$ cat src/rtl/multicycle_pkg.sv
// Shared encodings for the multicycle datapath: opcodes, control-field encodings,
// funct codes and the internal 4-bit ALU operation codes.
package multicycle_pkg;

  typedef enum logic [5:0] {
    OP_LW     = 6'd0,
    OP_SW     = 6'd1,
    OP_RTYPE  = 6'd2,
    OP_BRANCH = 6'd3,
    OP_JUMP   = 6'd4
  } opcode_e;

  typedef enum logic [1:0] {
    ALUOP_ADD   = 2'b00,
    ALUOP_SUB   = 2'b01,
    ALUOP_FUNCT = 2'b10,
    ALUOP_ADD_2 = 2'b11
  } aluop_e;

  typedef enum logic [1:0] {
    SRCB_B       = 2'b00,
    SRCB_FOUR    = 2'b01,
    SRCB_IMM     = 2'b10,
    SRCB_IMM_SH2 = 2'b11
  } srcb_e;

  typedef enum logic [1:0] {
    PCSRC_ALU    = 2'b00,
    PCSRC_ALUOUT = 2'b01,
    PCSRC_JUMP   = 2'b10,
    PCSRC_HOLD   = 2'b11
  } pcsrc_e;

  localparam logic [5:0] FUNCT_ADD = 6'b100000;
  localparam logic [5:0] FUNCT_SUB = 6'b100010;
  localparam logic [5:0] FUNCT_AND = 6'b100100;
  localparam logic [5:0] FUNCT_OR  = 6'b100101;
  localparam logic [5:0] FUNCT_SLT = 6'b101010;

  typedef enum logic [3:0] {
    ALU_AND = 4'd0,
    ALU_OR  = 4'd1,
    ALU_ADD = 4'd2,
    ALU_SUB = 4'd6,
    ALU_SLT = 4'd7
  } alu_op_e;

  // Unrecognised funct codes fall back to add.
  function automatic alu_op_e alu_control(input logic [1:0] alu_op, input logic [5:0] funct);
    case (alu_op)
      ALUOP_SUB: return ALU_SUB;
      ALUOP_FUNCT: begin
        case (funct)
          FUNCT_SUB: return ALU_SUB;
          FUNCT_AND: return ALU_AND;
          FUNCT_OR:  return ALU_OR;
          FUNCT_SLT: return ALU_SLT;
          default:   return ALU_ADD;
        endcase
      end
      default: return ALU_ADD;
    endcase
  endfunction

  function automatic logic [31:0] sign_ext(input logic [15:0] imm);
    return {{16{imm[15]}}, imm};
  endfunction

endpackage

$ cat src/rtl/multicycle_regfile.sv
// Register file: two asynchronous read ports, one synchronous write port, async clear.
// Register 0 always reads zero and ignores writes. Debug port under MULTICYCLE_DP_DEBUG_EN.
module multicycle_regfile #(
  parameter int DATA_W = 32,
  parameter int NREGS  = 32,
  localparam int AW    = $clog2(NREGS)
) (
  input  logic              clock,
  input  logic              reset,
  input  logic [AW-1:0]     raddr1,
  input  logic [AW-1:0]     raddr2,
  input  logic [AW-1:0]     waddr,
  input  logic              we,
  input  logic [DATA_W-1:0] wdata,
  output logic [DATA_W-1:0] rdata1,
  output logic [DATA_W-1:0] rdata2
`ifdef MULTICYCLE_DP_DEBUG_EN
  ,
  input  logic [AW-1:0]     dbg_raddr,
  output logic [DATA_W-1:0] dbg_rdata
`endif
);

  logic [DATA_W-1:0] regs [NREGS];

  // NOTE: every entry is cleared on reset because the whole datapath must come up
  // zeroed; this makes the array flops rather than a RAM macro.
  // NOTE: sequential state is assigned with <= so all registers update from
  // pre-edge values, which is what gives the no-bypass read-during-write behaviour.
  always_ff @(posedge clock or posedge reset) begin
    if (reset) begin
      for (int i = 0; i < NREGS; i++) regs[i] <= '0;
    end else if (we && (waddr != '0)) begin
      regs[waddr] <= wdata;
    end
  end

  assign rdata1 = (raddr1 == '0) ? '0 : regs[raddr1];
  assign rdata2 = (raddr2 == '0) ? '0 : regs[raddr2];

`ifdef MULTICYCLE_DP_DEBUG_EN
  assign dbg_rdata = (dbg_raddr == '0) ? '0 : regs[dbg_raddr];
`endif

endmodule

$ cat src/rtl/multicycle_datapath.sv
// Multicycle datapath (PC, IR, MDR, A, B, ALUOut, register file, ALU) driven by an external
// control FSM. Optional debug ports (dbg_raddr/dbg_rdata/dbg_pc) under MULTICYCLE_DP_DEBUG_EN.
module multicycle_datapath
  import multicycle_pkg::*;
#(
  parameter int                DATA_W   = 32,
  parameter logic [DATA_W-1:0] RESET_PC = 32'h0000_0000,
  parameter int                NREGS    = 32
) (
  input  logic              clock,
  input  logic              reset,
  input  logic              ALUSrcA,
  input  logic [1:0]        ALUSrcB,
  input  logic [1:0]        ALUOp,
  input  logic              MemRead,
  input  logic              MemWrite,
  input  logic              IorD,
  input  logic              IRWrite,
  input  logic              RegDst,
  input  logic              RegWrite,
  input  logic              MemtoReg,
  input  logic              PCWrite,
  input  logic              PCWriteCond,
  input  logic [1:0]        PCSource,
  output logic [5:0]        Op,
  output logic [DATA_W-1:0] mem_addr,
  output logic [DATA_W-1:0] mem_wdata,
  output logic              mem_rd,
  output logic              mem_wr,
  input  logic [DATA_W-1:0] mem_rdata
`ifdef MULTICYCLE_DP_DEBUG_EN
  ,
  input  logic [4:0]        dbg_raddr,
  output logic [DATA_W-1:0] dbg_rdata,
  output logic [DATA_W-1:0] dbg_pc
`endif
);

  logic [DATA_W-1:0] pc, ir, mdr, a_reg, b_reg, alu_out;
  logic [DATA_W-1:0] rf_rdata1, rf_rdata2, rf_wdata;
  logic [DATA_W-1:0] src_a, src_b, imm_ext, alu_result, pc_next;
  logic [4:0]        rf_waddr;
  logic              zero, pc_en;
  alu_op_e           alu_ctl;

  assign imm_ext  = sign_ext(ir[15:0]);
  assign src_a    = ALUSrcA ? a_reg : pc;
  assign alu_ctl  = alu_control(ALUOp, ir[5:0]);
  assign rf_waddr = RegDst ? ir[15:11] : ir[20:16];
  assign rf_wdata = MemtoReg ? mdr : alu_out;

  // NOTE: each always_comb output gets a default before the case so no path
  // leaves it unassigned, which would otherwise infer a latch.
  always_comb begin
    src_b = b_reg;
    case (ALUSrcB)
      SRCB_B:    src_b = b_reg;
      SRCB_FOUR: src_b = DATA_W'(4);
      SRCB_IMM:  src_b = imm_ext;
      default:   src_b = imm_ext << 2;
    endcase
  end

  always_comb begin
    alu_result = src_a + src_b;
    case (alu_ctl)
      ALU_AND: alu_result = src_a & src_b;
      ALU_OR:  alu_result = src_a | src_b;
      ALU_SUB: alu_result = src_a - src_b;
      ALU_SLT: alu_result = {{(DATA_W-1){1'b0}}, ($signed(src_a) < $signed(src_b))};
      default: alu_result = src_a + src_b;
    endcase
  end

  assign zero = (alu_result == '0);

  always_comb begin
    pc_next = pc;
    case (PCSource)
      PCSRC_ALU:    pc_next = alu_result;
      PCSRC_ALUOUT: pc_next = alu_out;
      PCSRC_JUMP:   pc_next = {pc[DATA_W-1 -: 4], ir[25:0], 2'b00};
      default:      pc_next = pc;
    endcase
  end

  // PCSource=11 blocks the update even when PCWrite is asserted.
  assign pc_en = (PCWrite | (PCWriteCond & zero)) & (PCSource != PCSRC_HOLD);

  always_ff @(posedge clock or posedge reset) begin
    if (reset) begin
      pc      <= RESET_PC;
      ir      <= '0;
      mdr     <= '0;
      a_reg   <= '0;
      b_reg   <= '0;
      alu_out <= '0;
    end else begin
      mdr     <= mem_rdata;
      a_reg   <= rf_rdata1;
      b_reg   <= rf_rdata2;
      alu_out <= alu_result;
      if (IRWrite) ir <= mem_rdata;
      if (pc_en)   pc <= pc_next;
    end
  end

  multicycle_regfile #(
    .DATA_W(DATA_W),
    .NREGS (NREGS)
  ) u_regfile (
    .clock    (clock),
    .reset    (reset),
    .raddr1   (ir[25:21]),
    .raddr2   (ir[20:16]),
    .waddr    (rf_waddr),
    .we       (RegWrite),
    .wdata    (rf_wdata),
    .rdata1   (rf_rdata1),
    .rdata2   (rf_rdata2)
`ifdef MULTICYCLE_DP_DEBUG_EN
    ,
    .dbg_raddr(dbg_raddr),
    .dbg_rdata(dbg_rdata)
`endif
  );

  assign Op        = ir[31:26];
  assign mem_addr  = IorD ? alu_out : pc;
  assign mem_wdata = b_reg;
  assign mem_rd    = MemRead;
  assign mem_wr    = MemWrite;

`ifdef MULTICYCLE_DP_DEBUG_EN
  assign dbg_pc = pc;
`endif

endmodule

$ cat config.mk
export PLATFORM = sky130hd
export DESIGN_NAME = multicycle_datapath
export DESIGN_NICKNAME = d
export VERILOG_FILES = /design/src/rtl/multicycle_pkg.sv /design/src/rtl/multicycle_regfile.sv /design/src/rtl/multicycle_datapath.sv
export SDC_FILE = /design/constraint.sdc
export NUM_CORES = 2
export LEC_CHECK = 0
export ABC_AREA = 1
export ABC_CLOCK_PERIOD_IN_PS = 45800
export BUFFER_PORTS_ARGS = -buffer_cell sky130_fd_sc_hd__buf_2
export CAP_MARGIN = 25
export CORE_UTILIZATION = 40
export CTS_BUF_LIST = sky130_fd_sc_hd__clkbuf_8
export DETAILED_ROUTE_END_ITERATION = 10
export PLACE_DENSITY = 0.66
export SLEW_MARGIN = 10
export SYNTH_ARGS = -nofsm -noshare
export SYNTH_HDL_FRONTEND = slang
export SYNTH_SLANG_ARGS = --single-unit
$ cat constraint.sdc
create_clock -name clock -period 45.8 [get_ports clock]
set_clock_uncertainty 0.05 [all_clocks]
set_input_delay 2.29 -clock clock [delete_from_list [all_inputs] [get_ports clock]]
set_output_delay 2.29 -clock clock [all_outputs]
set_load 0.02 [all_outputs]
==> results.sh <==
export IMPL_ys_seq_area_share_pct=44.2
export IMPL_worstMarginPinSlew_ns=1.18
export IMPL_crit_type="in2reg"
export IMPL_hold_class="reg2reg"
export IMPL_drt_iter0_markers=10200
export IMPL_yosysWarnings=0
export IMPL_clkTransAtPathRegs_ns=0.06
export IMPL_reg2reg_depth=25
export IMPL_utilization_pct=44.2
export IMPL_yosysTopAreaCell="dfrtp_1"
export IMPL_p_per_area_nw_per_um2=54.0
export IMPL_grt_pass1_wl_um=423000
export IMPL_cts_made_buffers=202
export IMPL_clock_fmax_mhz=148
export IMPL_drc_errors=0
export IMPL_drv_cap=0
export IMPL_cts_tree="yes"
export IMPL_p_leak_uw=0.0340
export IMPL_rows=151
export IMPL_arrival_ns=7.51
export IMPL_synth_seq_cells=1216
export IMPL_antenna_left=0
export IMPL_io_buffers=117
export IMPL_gp_congestion=1.02
export IMPL_cts_resized=0
export IMPL_ctsHoldBuffers=0
export IMPL_hold_viol=0
export IMPL_grtUsageTotal_pct=32.7
export IMPL_largest_reg_flops=1024
export IMPL_die_x_um=417
export IMPL_initial_core_util_pct=40.4
export IMPL_overflow=0
export IMPL_layout_commonest_cell="nand2_1"
export IMPL_grt_pass1_vias=62500
export IMPL_synthTopCellsByArea="dfrtp_1, o21ai_0, nand2_1"
export IMPL_min_period_ns=6.74
export IMPL_areaGrowthSynthToFinish_pct=9.24
export IMPL_status="finished, final reports clean"
export IMPL_synthArstFlopShare_pct=100
export IMPL_irDropWorstVdd_uv=39.2
export IMPL_synth_area_per_cell_um2=7.41
export IMPL_layout_common_cells="nand2_1, o21ai_0, dfrtp_1"
export IMPL_synth_area_um2=68800
export IMPL_cts_sinks=1216
export IMPL_ys_flop_type="dfrtp_1"
export IMPL_dieArea_um2=174000
export IMPL_crit_path_start_kind="primary input"
export IMPL_synth_edf_count=0
export IMPL_synth_top_cell_area_share_pct=44.2
export IMPL_num_fill_cells=17000
export IMPL_timing_critical_path_required_ns=46.56
export IMPL_top_register="u_regfile.regs"
export IMPL_via_per_inst=5.99
export IMPL_slew_limit_headroom_pct=21.6
export IMPL_io_pins=122
export IMPL_avgRoutedWirePerCell_um=25.4
export IMPL_num_vias=68400
export IMPL_die_h_um=417
export IMPL_antenna_found_initial=25
export IMPL_grt_max_degree=187
export IMPL_htree_levels=4
export IMPL_drive_above_1_share_pct=8.64
export IMPL_layout_nets=9112
export IMPL_clk_root_buffer_cell="clkbuf_8"
export IMPL_synth_cell_types=59
export IMPL_finalSetupViolations=0
export IMPL_core_area_um2=170000
export IMPL_cts_buffer_depth=3
export IMPL_syn_num_nets=9447
export IMPL_fin_crit_sh_pct=14.7
export IMPL_grt_setup_unrepaired="no"
export IMPL_post_cts_buffers=0
export IMPL_clkLatencyLatePin_ns=1.00
export IMPL_cp_end_kind="flop"
export IMPL_finalMaxSlewViolations=0
export IMPL_first_pass_iters=8
export IMPL_post_dp_hpwl_um=182000
export IMPL_critPathMaxFanout=55
export IMPL_syn_inst=9293
export IMPL_worst_hold_slack_ns=0.328
export IMPL_holdPathStages=0
export IMPL_tns_ns=0
export IMPL_wl_um=290000
-- per-stage QoR --
stage          total power [µW]  worst slack [ns]  std cells  instance area (µm²)
6_report                   4060             39.06      11400                75200
5_1_grt                    4300             38.80      11400                75200
4_1_cts                    4020             39.32      11400                75000
3_5_place_dp               3000             38.32      11000                70700
3_3_place_gp               2960             38.31      11000                70600
2_1_floorplan              2550              9.20       9293                68800
-- critical path, stage by stage --
cell,delay (ns)
buf_2,0.28
inv_1,0.14
nor2_1,0.73
inv_1,0.20
o22ai_1,0.33
inv_1,0.17
ha_1,0.36
nand3_1,0.10
nand3_1,0.27
nand2_1,0.18
nand2_1,0.13
nand2_1,0.10
nand2_1,0.09
nand2_1,0.10
nand3_1,0.07
nand3_1,0.09
nand2_1,0.08
nor2_1,0.58
nand2_1,0.10
nor2_1,0.11
nand2_1,0.07
nor2_2,0.10
nand2_2,0.10
nand2_4,0.13
nand2_8,0.31
nand2_1,0.19
o21ai_2,0.06
-- synthesized netlist by cell type, drive strengths merged, types with 62 or more instances --
cell type and instances:
o22ai 93, buf 102, nor2 457, o21ai 2153, a311oi 73, ha 102
a221oi 62, o211ai 213, nand2 2220, dfrtp 1216, clkbuf 708, a211oi 63
a21oi 501, nand3 320, inv 784
-- power breakdown --
group          switching, µW  internal, µW  total [µW]
registers                277          1440        1710
logic                    902           420        1320
clock network            479           545        1020
-- final cells by class --
type	instances	area, µm²	area share (%)
antenna	2	5.00	0.00665
clock buffer	254	3500	4.65
clock inverter	108	756	1.00
inverter	787	2980	3.96
multi-input combinational	6477	32500	43.3
sequential	1216	30500	40.5
tap	2295	2870	3.82
timing repair buffer	274	2090	2.77
-- logic make-up (layout without fill, tap and decap cells) --
group                      Yosys count  count (layout)  synth area share, %
AOI/OAI and AO/OA                 3265            3265                 26.3
xor gates and xnor gates             7               7               0.0891
adders and majority gates          104             104                 1.91
buffers and inverters             1600            1423                 8.99
DFF                               1216            1216                 44.2
muxes                               28              28                0.418
other                                0               2                    0
and+or+nand+nor                   3073            3073                 18.1
-- per-layer routing --
metal	vias to the layer above	GRT usage, %	part of all wire, %
li1	30500	-	-
met1	32700	44.5	40
met2	4387	48.4	43
met3	838	7.82	12
met4	28	16.2	5.4
met5	-	0	0.070
-- path summary, 6_finish.rpt --
kind,from,endpoint,slack [ns]
worst min register to register,u_regfile.regs[1010],u_regfile.regs[1010],0.33
worst max register to register,ir[15],pc[27],40.52
worst min-delay path,u_regfile.regs[1010],u_regfile.regs[1010],0.33
max in group asynchronous,reset,u_regfile.regs[72],40.52
worst max-delay path,ALUSrcB[1],pc[27],39.06
min in group asynchronous,reset,u_regfile.regs[147],1.33
No activity file was read; power rests on OpenSTA's default activity.
